--- config.mk ---
export PLATFORM = sky130hd
export DESIGN_NAME = zeta_addr_gen_flat
export DESIGN_NICKNAME = d
export VERILOG_FILES = /design/src/rtl/ntt_pkg.sv /design/src/rtl/zeta_addr_gen_if.sv /design/src/rtl/zeta_addr_stage.sv /design/src/rtl/zeta_addr_gen.sv /design/src/flat_wrapper.sv
export SDC_FILE = /design/constraint.sdc
export NUM_CORES = 1
export LEC_CHECK = 0
export ABC_AREA = 1
export CORE_UTILIZATION = 51
export CTS_CLUSTER_SIZE = 12
export DETAILED_ROUTE_END_ITERATION = 8
export MAX_ROUTING_LAYER = met4
export PLACE_DENSITY = 0.79
export SYNTH_ARGS = -nofsm -noshare
export SYNTH_HDL_FRONTEND = slang
export SYNTH_HIERARCHICAL = 1
export SYNTH_SLANG_ARGS = --single-unit
--- constraint.sdc ---
create_clock -name clk -period 1.85 [get_ports clk]
set_clock_uncertainty 0.05 [all_clocks]
set_input_delay 0.37 -clock clk [delete_from_list [all_inputs] [get_ports clk]]
set_output_delay 0.37 -clock clk [all_outputs]
set_load 0.01 [all_outputs]
--- src/rtl/ntt_pkg.sv ---
// Shared NTT geometry and per-beat tag for the zeta address generator.
// `ZETA_INTT_EN adds the inverse-transform flag to the beat tag.
`ifndef NTT_STAGE_CNT
`define NTT_STAGE_CNT 8
`endif

package ntt_pkg;
    localparam int S      = `NTT_STAGE_CNT;
    localparam int BEATS  = 2 ** (S - 2);
    localparam int CNT_W  = S - 2;
    localparam int ADDR_W = S - 1;

    typedef struct packed {
        logic valid;
        logic last;
`ifdef ZETA_INTT_EN
        logic intt;
`endif
    } beat_tag_t;
endpackage

--- src/rtl/zeta_addr_gen_if.sv ---
// Beat-stream input and zeta ROM address output bundle of zeta_addr_gen.
// `ZETA_INTT_EN adds the intt input.
interface zeta_addr_gen_if;
    import ntt_pkg::*;

    logic                          in_valid;
    logic                          in_last;
`ifdef ZETA_INTT_EN
    logic                          intt;
`endif
    logic [1:0][S-1:0][ADDR_W-1:0] rom_addr;
    logic [S-1:0]                  addr_vld;
    logic [S-1:0]                  addr_last;
    logic                          frame_err;

`ifdef ZETA_INTT_EN
    modport master (output in_valid, in_last, intt,
                    input  rom_addr, addr_vld, addr_last, frame_err);
    modport slave  (input  in_valid, in_last, intt,
                    output rom_addr, addr_vld, addr_last, frame_err);
`else
    modport master (output in_valid, in_last,
                    input  rom_addr, addr_vld, addr_last, frame_err);
    modport slave  (input  in_valid, in_last,
                    output rom_addr, addr_vld, addr_last, frame_err);
`endif
endinterface

--- src/rtl/zeta_addr_stage.sv ---
// One NTT stage: butterfly position counter, per-lane zeta index, frame check.
// With `ZETA_INTT_EN the index order is reversed for beats tagged intt.
module zeta_addr_stage
    import ntt_pkg::*;
#(
    parameter int STAGE = 0
)
(
    input  logic                   clk,
    input  logic                   rst_n,
    input  beat_tag_t              tag,
    output logic [1:0][ADDR_W-1:0] addr,
    output logic                   vld,
    output logic                   last,
    output logic                   err
);
    // Shift equals ADDR_W for stage 0, which yields a constant 0 index.
    localparam int SHIFT = S - 1 - STAGE;
    localparam logic [ADDR_W-1:0] TOP = ADDR_W'((2 ** STAGE) - 1);

    logic [CNT_W-1:0]        cnt;
    logic                    at_end;
    logic [1:0][ADDR_W-1:0]  addr_nxt;

    assign at_end = (cnt == CNT_W'(BEATS - 1));

    always_comb begin
        addr_nxt = '0;
        for (int unsigned l = 0; l < 2; l++) begin
            addr_nxt[l] = {cnt, 1'(l)} >> SHIFT;
`ifdef ZETA_INTT_EN
            if (tag.intt) begin
                addr_nxt[l] = TOP - addr_nxt[l];
            end
`endif
        end
    end

    always_ff @(posedge clk or negedge rst_n) begin
        if (!rst_n) begin
            cnt  <= '0;
            addr <= '0;
            vld  <= 1'b0;
            last <= 1'b0;
            err  <= 1'b0;
        end else begin
            vld  <= tag.valid;
            last <= tag.valid & tag.last;
            err  <= tag.valid & (tag.last != at_end);
            if (tag.valid) begin
                addr <= addr_nxt;
                cnt  <= (tag.last || at_end) ? '0 : cnt + CNT_W'(1);
            end
        end
    end
endmodule

--- src/rtl/zeta_addr_gen.sv ---
// Twiddle-address generator: beat delay line feeding one zeta_addr_stage per NTT stage.
// `ZETA_INTT_EN carries a per-beat inverse-transform flag through the delay line.
module zeta_addr_gen
    import ntt_pkg::*;
#(
    parameter int STAGE_LAT = 3
)
(
    input  logic           clk,
    input  logic           rst_n,
    zeta_addr_gen_if.slave bus
);
    localparam int DEPTH = (S - 1) * STAGE_LAT;

    beat_tag_t                     in_tag;
    beat_tag_t [DEPTH-1:0]         dly;
    beat_tag_t [S-1:0]             tap;
    logic [S-1:0][1:0][ADDR_W-1:0] stage_addr;
    logic [S-1:0]                  stage_vld;
    logic [S-1:0]                  stage_last;
    logic [S-1:0]                  stage_err;

    always_comb begin
        in_tag       = '0;
        in_tag.valid = bus.in_valid;
        in_tag.last  = bus.in_last;
`ifdef ZETA_INTT_EN
        in_tag.intt  = bus.intt;
`endif
    end

    always_ff @(posedge clk or negedge rst_n) begin
        if (!rst_n) begin
            dly <= '0;
        end else begin
            dly <= {dly[DEPTH-2:0], in_tag};
        end
    end

    // Tap i sees the beat i*STAGE_LAT cycles after stage 0.
    assign tap[0] = in_tag;
    for (genvar i = 1; i < S; i++) begin : g_tap
        assign tap[i] = dly[i*STAGE_LAT-1];
    end

    for (genvar i = 0; i < S; i++) begin : g_stage
        zeta_addr_stage #(.STAGE(i)) u_stage (
            .clk  (clk),
            .rst_n(rst_n),
            .tag  (tap[i]),
            .addr (stage_addr[i]),
            .vld  (stage_vld[i]),
            .last (stage_last[i]),
            .err  (stage_err[i])
        );
    end

    always_comb begin
        bus.rom_addr = '0;
        for (int unsigned s = 0; s < S; s++) begin
            for (int unsigned l = 0; l < 2; l++) begin
                bus.rom_addr[l][s] = stage_addr[s][l];
            end
        end
    end

    assign bus.addr_vld  = stage_vld;
    assign bus.addr_last = stage_last;

    always_ff @(posedge clk or negedge rst_n) begin
        if (!rst_n) begin
            bus.frame_err <= 1'b0;
        end else if (|stage_err) begin
            bus.frame_err <= 1'b1;
        end
    end
endmodule

--- src/flat_wrapper.sv ---
// flat-port wrapper written by rule: the top's interface ports become plain ports
module zeta_addr_gen_flat import ntt_pkg::*;
#(
    parameter int STAGE_LAT = 3
)
  (clk, rst_n, bus_in_valid, bus_in_last, bus_rom_addr, bus_addr_vld, bus_addr_last, bus_frame_err);
  zeta_addr_gen_if bus_i ();
  input  logic clk;
  input  logic rst_n;
  input wire logic [$bits(bus_i.in_valid)-1:0] bus_in_valid;
  input wire logic [$bits(bus_i.in_last)-1:0] bus_in_last;
  output wire logic [$bits(bus_i.rom_addr)-1:0] bus_rom_addr;
  output wire logic [$bits(bus_i.addr_vld)-1:0] bus_addr_vld;
  output wire logic [$bits(bus_i.addr_last)-1:0] bus_addr_last;
  output wire logic [$bits(bus_i.frame_err)-1:0] bus_frame_err;
  assign bus_i.in_valid = bus_in_valid;
  assign bus_i.in_last = bus_in_last;
  assign bus_rom_addr = bus_i.rom_addr;
  assign bus_addr_vld = bus_i.addr_vld;
  assign bus_addr_last = bus_i.addr_last;
  assign bus_frame_err = bus_i.frame_err;
  zeta_addr_gen #(.STAGE_LAT(STAGE_LAT)) u_core (.clk(clk), .rst_n(rst_n), .bus(bus_i));
endmodule
==> impl_metrics.py, run 1 <==
metrics = {
    "pwr": {
        "p_switching_uw": 2050,
        "pwr-share-comb": 0.108,
        "total_power_uw": 8240,
        "p_int_uw": 6190,
        "power_frac_clock": 0.453,
        "p_leak_uw": 0.00380,
        "powerDensity_nw_per_um2": 1100,
        "peakVddDrop_uv": 595,
        "power.share.sequential": 0.440,
        "switching_share": 0.248,
    },
    "grt": {
        "grt_antenna_before_repair": 0,
        "grtUsageTotal": 0.188,
        "grt_max_degree": 50,
        "grt_pass1_vias": 4068,
        "grt_pass1_wl_mm": 18.3,
        "grt.overflow.total": 0,
    },
    "setup_path": {
        "rr_worst_depth": 5,
        "critPathBufInv": 1,
        "cp_top_family": "buffers and inverters",
        "worstSetupStartpointType": "register",
        "critPathKind": "reg2out",
        "rr_startpoint": "u_core/g_stage[2].u_stage/cnt[0]",
        "cp.arrival_ps": 1380,
        "path_cells": "clkdlybuf4s50_1",
        "reg2reg_to": "u_core/g_stage[2].u_stage/cnt[2]",
        "cp-end-kind": "output pin",
        "worst-r2r-setup-slack_ps": 200,
        "cp_slowest_cell": "clkdlybuf4s50_1",
        "required_ps": 1430,
        "cpPeakStageDelay_ps": 560,
        "critPathMaxFanout": 3,
    },
    "drt": {
        "dr.pass1.iters": 5,
        "ant_nets": 0,
        "via_per_inst": 4.64,
        "drt_iter0_drc": 229,
        "drc": 0,
        "routed_wl_mm": 10.5,
        "avgRoutedWirePerCell_um": 11.9,
        "num_vias": 4099,
    },
    "sta": {
        "fmax_ghz": 0.557,
        "period_share": 0.971,
        "hold_viol": 0,
        "finalMaxSlewViolations": 0,
        "final-setup-viol-count": 0,
        "min_period_ps": 1800,
        "rsz0062_at_grt": "false",
        "setup_tns_ps": 0,
    },
    "synthesis": {
        "syn_avg_cell_area_sq_um": 9.82,
        "synth_top_area_frac": 0.567,
        "yosys.area.top_type": "dfrtp_1",
        "synth_area_sq_um": 6310,
        "postSynthRegisterBits": 143,
        "ys_types": 29,
        "yosysSeqAreaShare": 0.567,
        "synthTopCellsByArea": "dfrtp_1 57%, buf_4 10%, nand2_1 9.5%",
        "synthTopCellsByCount": "159 x nand2_1, 143 x dfrtp_1, 87 x buf_4",
        "syn_inst": 643,
        "ys_warn_count": 6,
        "yosysMostFrequentCell": "nand2_1",
        "synth_edf_count": 0,
        "synthFlopType": "dfrtp_1",
        "async_flop_share": 1.00,
    },
    "finish": {
        "area_growth_pct": 18.8,
        "num_antenna_cells": 0,
        "fin_area_sq_um": 7500,
        "nFillCells": 972,
        "register_area_sq_um": 3580,
        "final_cells": 883,
        "drive_above_1_share": 0.0951,
        "nets": 730,
        "multiInputGateArea_sq_um": 1990,
    },
    "worst_hold_path": {
        "holdPathStages": 0,
        "holdCritStartpoint": "u_core/dly[27]",
        "worst_hold_path.endpoint": "u_core/dly[29]",
        "hold_path.class": "reg2reg",
    },
    "floorplanning": {
        "coreArea_sq_um": 12100,
        "initial_utilization": 0.523,
        "io_pins": 133,
        "die-area_sq_um": 12800,
        "row_count": 40,
        "die_w_um": 113,
        "die_y_um": 113,
    },
    "clock_tree": {
        "cts_buffer_depth": 2,
        "worstSkewPairLatency_ps": 410,
        "root_buffer": "clkbuf_16",
        "cts_tree": "yes",
        "cts_buffers": 17,
        "path_clk_slew_ps": 60,
        "cts-htree-levels": 4,
        "clock_sinks": 143,
    },
    "outcome": {
        "outcome": "finished clean",
    },
    "place": {
        "io_buffers": 75,
        "place_inst": 850,
        "place_congestion": 0.859,
        "dpl.hpwl_mm": 7.29,
        "place_area_sq_um": 6830,
    },
    "job": {
        "maxCapViolations": 0,
    },
}
power by group through the flow:
stage,sequential (uW),combinational [uW],clock [uW]
2_1_floorplan,3640,637,0
3_3_place_gp,3650,849,0
3_5_place_dp,3670,892,0
4_1_cts,3620,900,3820
5_1_grt,3660,1010,3970
6_report,3620,886,3730
routing by layer:
layer  global-route usage  vias to the layer above  routed length [um]
met4               0.0939                        0                 122
li1                     -                     1997                   -
met2                0.315                      104                5620
met5                    -                        -                   0
met1                0.211                     1984                4340
met3               0.0439                       14                 408
final cells by class:
type | count | area share
Clock inverter | 15 | 0.0307
Inverter | 55 | 0.0279
Tap cell | 168 | 0.0280
Timing Repair Buffer | 84 | 0.113
Multi-Input combinational cell | 401 | 0.266
Clock buffer | 17 | 0.0567
Sequential cell | 143 | 0.477
how the worst max path moves through the flow:
stage                                      start                          endpoint  slack (ps)  cells past startpoint
2_1_floorplan   u_core/g_stage[2].u_stage/cnt[0]  u_core/g_stage[2].u_stage/cnt[2]         360                      5
3_5_place_dp                         bus_in_last  u_core/g_stage[0].u_stage/cnt[2]         120                      5
3_3_place_gp                         bus_in_last  u_core/g_stage[0].u_stage/cnt[2]         150                      5
6_report       u_core/g_stage[5].u_stage/addr[8]                  bus_rom_addr[36]          50                      1
5_1_grt        u_core/g_stage[5].u_stage/addr[8]                  bus_rom_addr[36]          10                      1
4_1_cts        u_core/g_stage[5].u_stage/addr[8]                  bus_rom_addr[36]          20                      1
cells in the final DEF (no fill, tap or decap), types with 6 or more instances in the layout:
cell	netlist	final
clkdlybuf4s50_1	0	73
ha_1	24	24
nand3_1	23	23
inv_1	50	50
clkbuf_16	0	17
a21oi_1	25	25
conb_1	8	57
nand2_1	159	159
or2_1	7	7
buf_4	87	6
o21ai_0	11	11
nor2_4	6	6
dfrtp_1	143	143
nand4_1	14	14
nor2_1	50	50
stage by stage:
stage | util | hold slack (ps) | worst slack [ps]
after floorplan | - | 24.4 | 361
after global placement | 0.566 | 281 | 151
after detailed placement | 0.566 | 281 | 118
after CTS | 0.621 | 297 | 23.1
after global routing | 0.622 | 299 | 12.6
final | 0.622 | 291 | 53.7
cell families (layout without fill, tap and decap cells):
family                     count (synthesis)  count (layout)  share of synthesized area
AOI/OAI and AO/OA                         42              42                     0.0349
adders and majority gates                 24              24                     0.0476
buffers and inverters                    148             171                      0.146
DFF                                      143             143                      0.567
other                                      8              57                    0.00476
and+or+nand+nor                          278             278                      0.200
timing repair:
action / in CTS / in global routing
resized for setup: 0 / 1
setup buffers: 0 / 0
endpoints found under the setup margin: 0 / 1
hold endpoints to repair: 44 / 0
hold buffers: 1 / 0
flip-flops by register name, summed over array words and instances, names as in the netlist:
name and cells:
u_core/bus.frame_err 1, u_core/dly 42, u_core/g_stage.u_stage/addr 28, u_core/g_stage.u_stage/cnt 48
u_core/g_stage.u_stage/err 8, u_core/g_stage.u_stage/last 8, u_core/g_stage.u_stage/vld 8
Note: power is estimated with default switching activity, not from simulation.
==> run 2: changes to the inputs <==
--- a/config.mk
+++ b/config.mk
@@ -6,11 +6,11 @@
 export NUM_CORES = 1
 export LEC_CHECK = 0
 export ABC_AREA = 1
-export CORE_UTILIZATION = 51
+export CORE_UTILIZATION = 50
 export CTS_CLUSTER_SIZE = 12
 export DETAILED_ROUTE_END_ITERATION = 8
 export MAX_ROUTING_LAYER = met4
-export PLACE_DENSITY = 0.79
+export PLACE_DENSITY = 0.78
 export SYNTH_ARGS = -nofsm -noshare
 export SYNTH_HDL_FRONTEND = slang
 export SYNTH_HIERARCHICAL = 1
==> impl_metrics.py, run 2 (synthesis results as in run 1) <==
metrics = {
    "outcome": {
        "outcome": "finished clean",
    },
    "setup_path": {
        "rr_worst_depth": 5,
        "reg2reg_to": "u_core/g_stage[5].u_stage/cnt[2]",
        "path_cells": "clkdlybuf4s50_1",
        "cp.arrival_ps": 1370,
        "required_ps": 1430,
        "cp-end-kind": "output pin",
        "cp_slowest_cell": "clkdlybuf4s50_1",
        "worstSetupStartpointType": "register",
        "critPathMaxFanout": 3,
        "rr_startpoint": "u_core/g_stage[5].u_stage/cnt[0]",
        "critPathBufInv": 1,
        "cp_top_family": "buffers and inverters",
        "cpPeakStageDelay_ps": 560,
        "critPathKind": "reg2out",
        "worst-r2r-setup-slack_ps": 170,
    },
    "drt": {
        "routed_wl_mm": 10.2,
        "ant_nets": 0,
        "drt_iter0_drc": 194,
        "via_per_inst": 4.59,
        "avgRoutedWirePerCell_um": 11.6,
        "dr.pass1.iters": 5,
        "num_vias": 4049,
        "drc": 0,
    },
    "clock_tree": {
        "cts_buffers": 17,
        "cts_tree": "yes",
        "clock_sinks": 143,
        "root_buffer": "clkbuf_16",
        "worstSkewPairLatency_ps": 410,
        "path_clk_slew_ps": 60,
        "cts-htree-levels": 4,
        "cts_buffer_depth": 2,
    },
    "finish": {
        "num_antenna_cells": 0,
        "nets": 731,
        "area_growth_pct": 17.1,
        "final_common_cell": "nand2_1",
        "nFillCells": 972,
        "drive_above_1_share": 0.0910,
        "largest_reg_flops": 48,
        "fin_area_sq_um": 7390,
        "top_register": "u_core/g_stage.u_stage/cnt",
        "top_regs": "u_core/g_stage.u_stage/cnt (48), u_core/dly (42), u_core/g_stage.u_stage/addr (28)",
        "utilization": 0.608,
        "mostFrequentLayoutCells": "159 x nand2_1, 143 x dfrtp_1, 74 x clkdlybuf4s50_1",
    },
    "sta": {
        "finalMaxSlewViolations": 0,
        "rsz0062_at_grt": "false",
        "min_period_ps": 1790,
        "period_share": 0.968,
        "hold_viol": 0,
        "setup_tns_ps": 0,
        "timing.hold.ws_ps": 294,
        "final-setup-viol-count": 0,
        "fmax_ghz": 0.558,
    },
    "pwr": {
        "p_leak_uw": 0.00375,
        "peakVddDrop_uv": 771,
        "powerDensity_nw_per_um2": 1040,
    },
    "place": {
        "place_area_sq_um": 6820,
        "place_congestion": 0.880,
        "dpl.hpwl_mm": 7.23,
        "io_buffers": 75,
    },
    "grt": {
        "grt_max_degree": 44,
        "grt_pass1_vias": 3802,
        "grt.overflow.total": 0,
        "grtUsageTotal": 0.174,
        "grt_antenna_before_repair": 0,
        "grt_pass1_wl_mm": 17.0,
    },
    "worst_hold_path": {
        "holdPathStages": 0,
        "holdCritStartpoint": "u_core/dly[7]",
        "hold_path.class": "reg2reg",
        "worst_hold_path.endpoint": "u_core/dly[9]",
    },
    "floorplanning": {
        "io_pins": 133,
        "coreArea_sq_um": 12200,
        "die-area_sq_um": 13100,
        "die_w_um": 114,
        "initial_utilization": 0.519,
        "die_y_um": 114,
        "row_count": 40,
    },
    "job": {
        "maxCapViolations": 0,
    },
}
==> run 2: worst max-delay path by stage <==
| stage | to | start | slack, ps | cells after the start |
|---|---|---|---|---|
| 6_report | bus_rom_addr[36] | u_core/g_stage[5].u_stage/addr[8] | 60 | 1 |
| 5_1_grt | bus_rom_addr[92] | u_core/g_stage[5].u_stage/addr[8] | 10 | 1 |
| 4_1_cts | bus_rom_addr[36] | u_core/g_stage[5].u_stage/addr[8] | 30 | 1 |
| 3_5_place_dp | u_core/g_stage[0].u_stage/cnt[2] | bus_in_last | 120 | 5 |
| 3_3_place_gp | u_core/g_stage[0].u_stage/cnt[2] | bus_in_last | 150 | 5 |
| 2_1_floorplan | u_core/g_stage[2].u_stage/cnt[2] | u_core/g_stage[2].u_stage/cnt[0] | 360 | 5 |
==> run 2: routing by layer <==
layer | GRT usage | part of all wire
met5 | - | 0
met4 | 0.0745 | 0.019
met3 | 0.0572 | 0.057
met2 | 0.276 | 0.50
met1 | 0.204 | 0.43
==> run 2: repair_timing <==
item                                    4_1_cts  5_1_grt
hold endpoints to repair                     29        0
endpoints found under the setup margin        0        0
buffers inserted                              0        0
hold buffers                                  1        0
gates resized for setup                       0        0
==> run 2: through the flow <==
step,worst slack (ps),instances,total power [uW]
after floorplan,361,692,4280
after global placement,152,851,4500
after detailed placement,120,851,4560
after CTS,30.8,882,7770
after global routing,10.0,882,8060
final,58.5,882,7670
==> run 2: area by class of cell <==
cell class              instances  area [sq um]  share of cell area
clock inverters                 6          57.6             0.00778
flip-flops and latches        143          3580               0.484
clock buffers                  24           502              0.0679
repair buffers                 85           842               0.114
multi-input cells             401          1990               0.270
inverters                      55           209              0.0283
well taps                     168           210              0.0284
==> run 2: where the power goes <==
group	internal, uW	switching (uW)
combinational	396	486
clock	2000	1160
sequential	3390	241
total	5780	1880
